$ cat config.mk
export PLATFORM = sky130hd
export DESIGN_NAME = peregrine_pif_initiator
export DESIGN_NICKNAME = d
export VERILOG_FILES = /design/src/rtl/peregrine_pif_pkg.sv /design/src/rtl/peregrine_pif_timer.sv /design/src/rtl/peregrine_pif_initiator.sv
export SDC_FILE = /design/constraint.sdc
export NUM_CORES = 1
export LEC_CHECK = 0
export CAP_MARGIN = 40
export CORE_MARGIN = 3
export CORE_UTILIZATION = 43
export CTS_BUF_LIST = sky130_fd_sc_hd__clkbuf_8
export DETAILED_ROUTE_END_ITERATION = 12
export GPL_TIMING_DRIVEN = 0
export PLACE_DENSITY = 0.88
export SYNTH_ARGS = -nofsm -noshare
export SYNTH_HDL_FRONTEND = slang
export SYNTH_SLANG_ARGS = --single-unit
export TNS_END_PERCENT = 10
$ cat constraint.sdc
create_clock -name CLK -period 3.5 [get_ports CLK]
set_input_delay 0.7 -clock CLK [delete_from_list [all_inputs] [get_ports CLK]]
set_output_delay 0.7 -clock CLK [all_outputs]
set_load 0.005 [all_outputs]
$ cat src/rtl/peregrine_pif_pkg.sv
// Shared PIF encodings, command opcodes and initiator FSM states.
package peregrine_pif_pkg;

    localparam logic [3:0] PifOpRead      = 4'b0000;
    localparam logic [3:0] PifOpWrite     = 4'b1000;
    localparam logic [3:0] PifOpBlockRead = 4'b0001;
    localparam logic [1:0] PifBlock4      = 2'b01;

    localparam logic [6:0] PifStatOk      = 7'd0;
    localparam logic [6:0] PifStatAddrErr = 7'd1;

    typedef enum logic [1:0] {
        OpRead      = 2'd0,
        OpWrite     = 2'd1,
        OpBlockRead = 2'd2,
        OpRsvd      = 2'd3
    } cmd_op_e;

    typedef enum logic [1:0] {
        StIdle,
        StReq,
        StWait,
        StErr
    } state_e;

    function automatic logic [7:0] req_cntl(cmd_op_e op);
        case (op)
            OpWrite:     return {PifOpWrite, 1'b0, 2'b00, 1'b1};
            OpBlockRead: return {PifOpBlockRead, 1'b0, PifBlock4, 1'b1};
            default:     return {PifOpRead, 1'b0, 2'b00, 1'b1};
        endcase
    endfunction

endpackage

$ cat src/rtl/peregrine_pif_timer.sv
// Response timeout counter: counts enabled cycles, saturates and flags at TIMEOUT.
module peregrine_pif_timer #(
    parameter int unsigned TIMEOUT = 255
) (
    input  logic clk,
    input  logic rst_n,
    input  logic enable,
    input  logic clear,
    output logic expired
);

    localparam int unsigned W = (TIMEOUT < 1) ? 1 : $clog2(TIMEOUT + 1);
    localparam logic [W-1:0] Limit = W'(TIMEOUT);

    logic [W-1:0] cnt_q;

    assign expired = (cnt_q == Limit);

    always_ff @(posedge clk) begin
        if (!rst_n) begin
            cnt_q <= '0;
        end else if (clear) begin
            cnt_q <= '0;
        end else if (enable && !expired) begin
            cnt_q <= cnt_q + 1'b1;
        end
    end

endmodule

$ cat src/rtl/peregrine_pif_initiator.sv
// Single-outstanding PIF initiator: command in, PIF request out, read beats back to consumer.
module peregrine_pif_initiator
    import peregrine_pif_pkg::*;
#(
    parameter logic [1:0]  PRIORITY = 2'h0,
    parameter int unsigned TIMEOUT  = 255
) (
    input  logic        CLK,
    input  logic        RESETn,
    input  logic        cmd_valid,
    output logic        cmd_ready,
    input  logic [1:0]  cmd_op,
    input  logic [31:0] cmd_addr,
    input  logic [31:0] cmd_data,
    input  logic [3:0]  cmd_be,
    output logic        rsp_valid,
    input  logic        rsp_ready,
    output logic [31:0] rsp_data,
    output logic        rsp_last,
    output logic        rsp_error,
    output logic [2:0]  err_flags,
    output logic        POReqValid,
    input  logic        PIReqRdy,
    output logic [7:0]  POReqCntl,
    output logic [31:0] POReqAdrs,
    output logic [31:0] POReqData,
    output logic [3:0]  POReqDataBE,
    output logic [5:0]  POReqId,
    output logic [1:0]  POReqPriority,
    input  logic        PIRespValid,
    output logic        PORespRdy,
    input  logic [7:0]  PIRespCntl,
    input  logic [31:0] PIRespData,
    input  logic [5:0]  PIRespId
);

    state_e      state_q, state_d;
    logic        active_q;
    logic [7:0]  cntl_q;
    logic [31:0] addr_q, data_q;
    logic [3:0]  be_q;
    logic        block_q, write_q;
    logic [5:0]  id_q, issued_id_q;
    logic [2:0]  beat_q, beat_next, beats_exp;
    logic [2:0]  err_q;

    cmd_op_e op_in;
    logic    cmd_fire, req_fire, rsp_fire, stray_rsp;
    logic    rsp_is_err, count_hit, wait_done, timer_expired;

    assign op_in      = cmd_op_e'(cmd_op);
    assign cmd_fire   = cmd_valid && cmd_ready;
    assign req_fire   = (state_q == StReq) && PIReqRdy;
    assign rsp_fire   = (state_q == StWait) && PIRespValid && rsp_ready;
    assign stray_rsp  = (state_q != StWait) && PIRespValid && PORespRdy;
    assign rsp_is_err = (PIRespCntl[7:1] != PifStatOk);
    assign beats_exp  = block_q ? 3'd4 : 3'd1;
    assign beat_next  = beat_q + 3'd1;
    assign count_hit  = (beat_next == beats_exp);
    // An error-status beat or a count overrun also closes the transaction so it cannot hang.
    assign wait_done  = rsp_fire && (PIRespCntl[0] || rsp_is_err || count_hit);

    peregrine_pif_timer #(
        .TIMEOUT (TIMEOUT)
    ) u_timer (
        .clk     (CLK),
        .rst_n   (RESETn),
        .enable  ((state_q == StWait) && !rsp_fire),
        .clear   ((state_q != StWait) || rsp_fire),
        .expired (timer_expired)
    );

    always_ff @(posedge CLK) begin
        if (!RESETn) begin
            state_q <= StIdle;
        end else begin
            state_q <= state_d;
        end
    end

    always_comb begin
        state_d = state_q;
        unique case (state_q)
            StIdle: if (cmd_fire) state_d = (op_in == OpRsvd) ? StErr : StReq;
            StReq:  if (PIReqRdy) state_d = write_q ? StIdle : StWait;
            StWait: begin
                if (wait_done) begin
                    state_d = StIdle;
                end else if (timer_expired) begin
                    state_d = StErr;
                end
            end
            StErr:  if (rsp_ready) state_d = StIdle;
            default: state_d = StIdle;
        endcase
    end

    always_comb begin
        cmd_ready  = 1'b0;
        PORespRdy  = 1'b0;
        POReqValid = 1'b0;
        rsp_valid  = 1'b0;
        rsp_data   = '0;
        rsp_error  = 1'b0;
        rsp_last   = 1'b0;
        unique case (state_q)
            StIdle: begin
                cmd_ready = active_q;
                PORespRdy = active_q;
            end
            StReq: begin
                POReqValid = 1'b1;
                PORespRdy  = 1'b1;
            end
            StWait: begin
                PORespRdy = rsp_ready;
                rsp_valid = PIRespValid;
                rsp_data  = PIRespData;
                rsp_error = rsp_is_err;
                rsp_last  = PIRespCntl[0];
            end
            StErr: begin
                rsp_valid = 1'b1;
                rsp_error = 1'b1;
                rsp_last  = 1'b1;
            end
            default: ;
        endcase
    end

    always_ff @(posedge CLK) begin
        if (!RESETn) begin
            active_q    <= 1'b0;
            cntl_q      <= '0;
            addr_q      <= '0;
            data_q      <= '0;
            be_q        <= '0;
            block_q     <= 1'b0;
            write_q     <= 1'b0;
            id_q        <= '0;
            issued_id_q <= '0;
            beat_q      <= '0;
            err_q       <= '0;
        end else begin
            active_q <= 1'b1;
            if (cmd_fire && (op_in != OpRsvd)) begin
                cntl_q  <= req_cntl(op_in);
                addr_q  <= cmd_addr;
                data_q  <= cmd_data;
                be_q    <= cmd_be;
                block_q <= (op_in == OpBlockRead);
                write_q <= (op_in == OpWrite);
                beat_q  <= '0;
            end
            if (req_fire) begin
                id_q        <= id_q + 6'd1;
                issued_id_q <= id_q;
            end
            if (rsp_fire) begin
                beat_q <= beat_next;
                if (PIRespId != issued_id_q) err_q[0] <= 1'b1;
                if (!rsp_is_err && (PIRespCntl[0] != count_hit)) err_q[1] <= 1'b1;
            end
            if (stray_rsp) begin
                if (rsp_is_err) begin
                    err_q[2] <= 1'b1;
                end else begin
                    err_q[1] <= 1'b1;
                end
            end
        end
    end

    assign err_flags     = err_q;
    assign POReqCntl     = cntl_q;
    assign POReqAdrs     = addr_q;
    assign POReqData     = data_q;
    assign POReqDataBE   = be_q;
    assign POReqId       = id_q;
    assign POReqPriority = PRIORITY;

endmodule

==> impl_metrics.csv <==
group,metric,value,unit
timing,post-route-period-util,85.4,%
setup_path,rr_worst_depth,6,
yosys,async_flop_share,0,%
grt,track_usage,24.8,%
yosys,synth_warnings,0,
setup_path,r2r_end,"POReqData[19]",
clock_network,cts_buffers,9,
yosys,synth_compound_area_share,19.3,%
clock_network,holdBufCountCts,0,
power,p_comb_share,20.9,%
drt,ant_nets,0,
power,p_int,1.87,mW
timing,worst_pin_slew,0.602,ns
yosys,synthMuxAreaShare,0.454,%
setup_path,arrival,2.29,ns
yosys,synth_area_per_cell,8.38,sq um
power,total_power,2.50,mW
flow_run,drv_cap,0,
drt,drtIter0Drc,161,
clock_network,cts-root-buf,"clkbuf_8",
yosys,synthAdderAreaFrac,0.851,%
power,pwr-share-clk,30.5,%
timing,finalHoldViolations,0,
setup_path,r2r-start,"state_q[0]",
setup_path,crit_fanout,5,
grt,antenna_found_initial,0,
placement,io_buffer_count,240,
timing,min_period,2.99,ns
clock_network,tritoncts,"built",
clock_network,cts_max_level,3,
grt,grt_pass1_vias,4630,
drt,vias_per_cell,5.00,
drt,wl_met2,7260,um
placement,hpwl,11500,um
drt,highest_layer,"met4",
drt,route.detailed.drc,0,
cells_and_area,drive_above_1_share,5.46,%
power,p_leak,2.62,nW
cells_and_area,nets,907,
yosys,syn-cell-area,0.00441,sq mm
timing,rsz0062_at_grt,"no",
setup_path,critPathLaunch,"PIRespCntl[5]",
timing,slew_viol_final,0,
floorplan,core_area,0.00986,sq mm
power,swShare,25.1,%
yosys,synth-seq-area-share,45.4,%
hold_path,hp-class,"reg -> reg",
setup_path,critPathKind,"in -> out",
power,p_switching,0.627,mW
timing,setup_viol,0,
clock_network,clock_path_buffers,2,
floorplan,rows,36,
clock_network,ctsResizeCount,0,
floorplan,pin_count,247,
yosys,yosys_most_used_dff,"dfxtp_1",
yosys,yosys.area.top_type_share,45.4,%
timing,whs,0.465,ns
clock_network,clk_latency,0.37,ns
yosys,synth_edf_count,0,
timing,max_freq,0.335,GHz
power,powerDensity,347,mW/mm^2
yosys,synth_top_family_by_area,"simple AND/OR/NAND/NOR gates",
drt,wl,14500,um
drt,wl_met1,5260,um
power,ir_worst_vdd,231,uV
yosys,synth_cells,526,
cells_and_area,diodes,0,
yosys,synth_most_common_cell,"nand2_1",
yosys,yosys.area_share.simple,26.0,%
grt,overflow,0,
yosys,ys_top_cells_by_count,"163 x nand2_1, 100 x dfxtp_1, 75 x a21boi_0, 37 x and2_1, 22 x clkbuf_1",
cells_and_area,fin_util,73.0,%
placement,gp_congestion,0.827,
setup_path,cp-start-kind,"primary input",
yosys,synth-seq-cells,100,
yosys,synth.distinct_cells,49,
timing,tns,0,ns
drt,routedWlPerCell,15.8,um
cells_and_area,area_delta_synth_final,63.3,%
floorplan,die_h,107,um
floorplan,die-area,0.0115,sq mm
setup_path,endpoint_kind,"output port",
yosys,yosys.area.top_type,"dfxtp_1",
status,status,"finished, final reports clean",
setup_path,rrSetupSlack,1.57,ns
floorplan,start_util,44.7,%
clock_network,clk_pin_slew,0.09,ns
yosys,yosys.area_share.xor_xnor,2.38,%
setup_path,required,2.80,ns
drt,dr.pass1.iters,4,
yosys,synthTopCellsByArea,"dfxtp_1 45%, nand2_1 14%, a21boi_0 13%, and2_1 5.2%, buf_4 2.0%",
grt,grt_max_degree,16,
floorplan,dieWidth,107,um
timing,clock_skew,0.0106,ns
timing,maxSlewHeadroom,59.9,%
power,pwr-share-seq,48.7,%
setup_path,crit_path_end,"rsp_error",
drt,met3_length,1420,um
grt,grt_pass1_wl,22700,um
clock_network,cts_sinks,100,
drt,vias,4603,
clock_network,postCtsSetupRepairBufs,0,
## routing by layer
| metal | up-vias | global-route usage, % |
|---|---|---|
| li1 | 2239 | - |
| met1 | 2108 | 26.0 |
| met2 | 214 | 44.4 |
| met3 | 42 | 8.04 |
| met4 | 0 | 12.0 |
| met5 | - | 0 |
## per-stage QoR
step | std cells | area (sq um) | worst slack, ns
after CTS | 920 | 7200 | 0.528
final | 920 | 7200 | 0.512
after detailed placement | 904 | 7000 | 0.521
after global placement | 904 | 7000 | 0.527
after global routing | 920 | 7200 | 0.371
after floorplan | 531 | 4430 | 1.53
## logic make-up after synthesis
logic type / after synthesis
other cells: 1
fa+ha+maj: 3
simple gates: 248
buf+inv: 46
mux: 2
flops: 100
xor+xnor: 12
compound gates: 114
## power groups by stage
stage / clock network [mW] / registers, mW / logic [mW]
2_1_floorplan: 0 / 1.24 / 0.185
3_3_place_gp: 0 / 1.24 / 0.510
3_5_place_dp: 0 / 1.24 / 0.523
4_1_cts: 0.772 / 1.22 / 0.526
5_1_grt: 0.818 / 1.22 / 0.567
6_report: 0.761 / 1.22 / 0.522
## flip-flops by register name, indices dropped and copies added (netlist names)
name / cells
POReqAdrs: 32
POReqData: 32
u_timer.cnt_q: 8
POReqId: 6
issued_id_q: 6
POReqDataBE: 4
POReqCntl: 3
beat_q: 3
err_flags: 3
state_q: 2
active_q: 1
## critical path, stage by stage
cell	delay, ns
clkdlybuf4s50_1	0.40
nor4_1	0.26
nand2_1	0.22
o21a_1	0.24
clkdlybuf4s50_1	0.47
## placed cells by master (no fill, tap or decap), types with 2 or more instances in the layout
cell / n
clkbuf_1: 22
o221a_2: 3
conb_1: 6
a21boi_1: 3
nand3b_1: 3
nand3_1: 6
or4_1: 5
nand2_1: 163
buf_2: 8
xor2_1: 5
or3_1: 4
clkbuf_8: 11
nand2b_1: 3
clkinv_2: 2
nor2b_1: 3
nand4_1: 3
nor2_1: 6
buf_4: 12
a21boi_0: 75
nor3_1: 2
nor3b_1: 2
o21ai_0: 5
ha_1: 3
clkdlybuf4s50_1: 240
inv_1: 3
o31ai_1: 4
o21a_1: 7
dfxtp_1: 100
and2_1: 37
xnor2_1: 7
a21oi_1: 8
mux2i_1: 2
nor4_1: 2
buf_6: 2
## final cells by class
cell class	count	area, sq um
Timing Repair Buffer	240	2400
Multi-Input combinational cell	385	2180
Fill cell	724	2660
Tap cell	133	166
Sequential cell	100	2000
Buffer	44	235
Clock inverter	5	51.3
Clock buffer	11	151
Inverter	2	7.51
## worst min-delay path by stage
stage	from	depth (start not counted)	endpoint	slack [ns]
2_1_floorplan	POReqAdrs[12]	2	POReqAdrs[12]	0.45
3_3_place_gp	POReqAdrs[12]	2	POReqAdrs[12]	0.44
3_5_place_dp	POReqAdrs[12]	2	POReqAdrs[12]	0.45
4_1_cts	POReqAdrs[12]	2	POReqAdrs[12]	0.47
5_1_grt	POReqAdrs[12]	2	POReqAdrs[12]	0.49
6_report	POReqAdrs[12]	2	POReqAdrs[12]	0.47
Power figures use the tool's default switching activity.
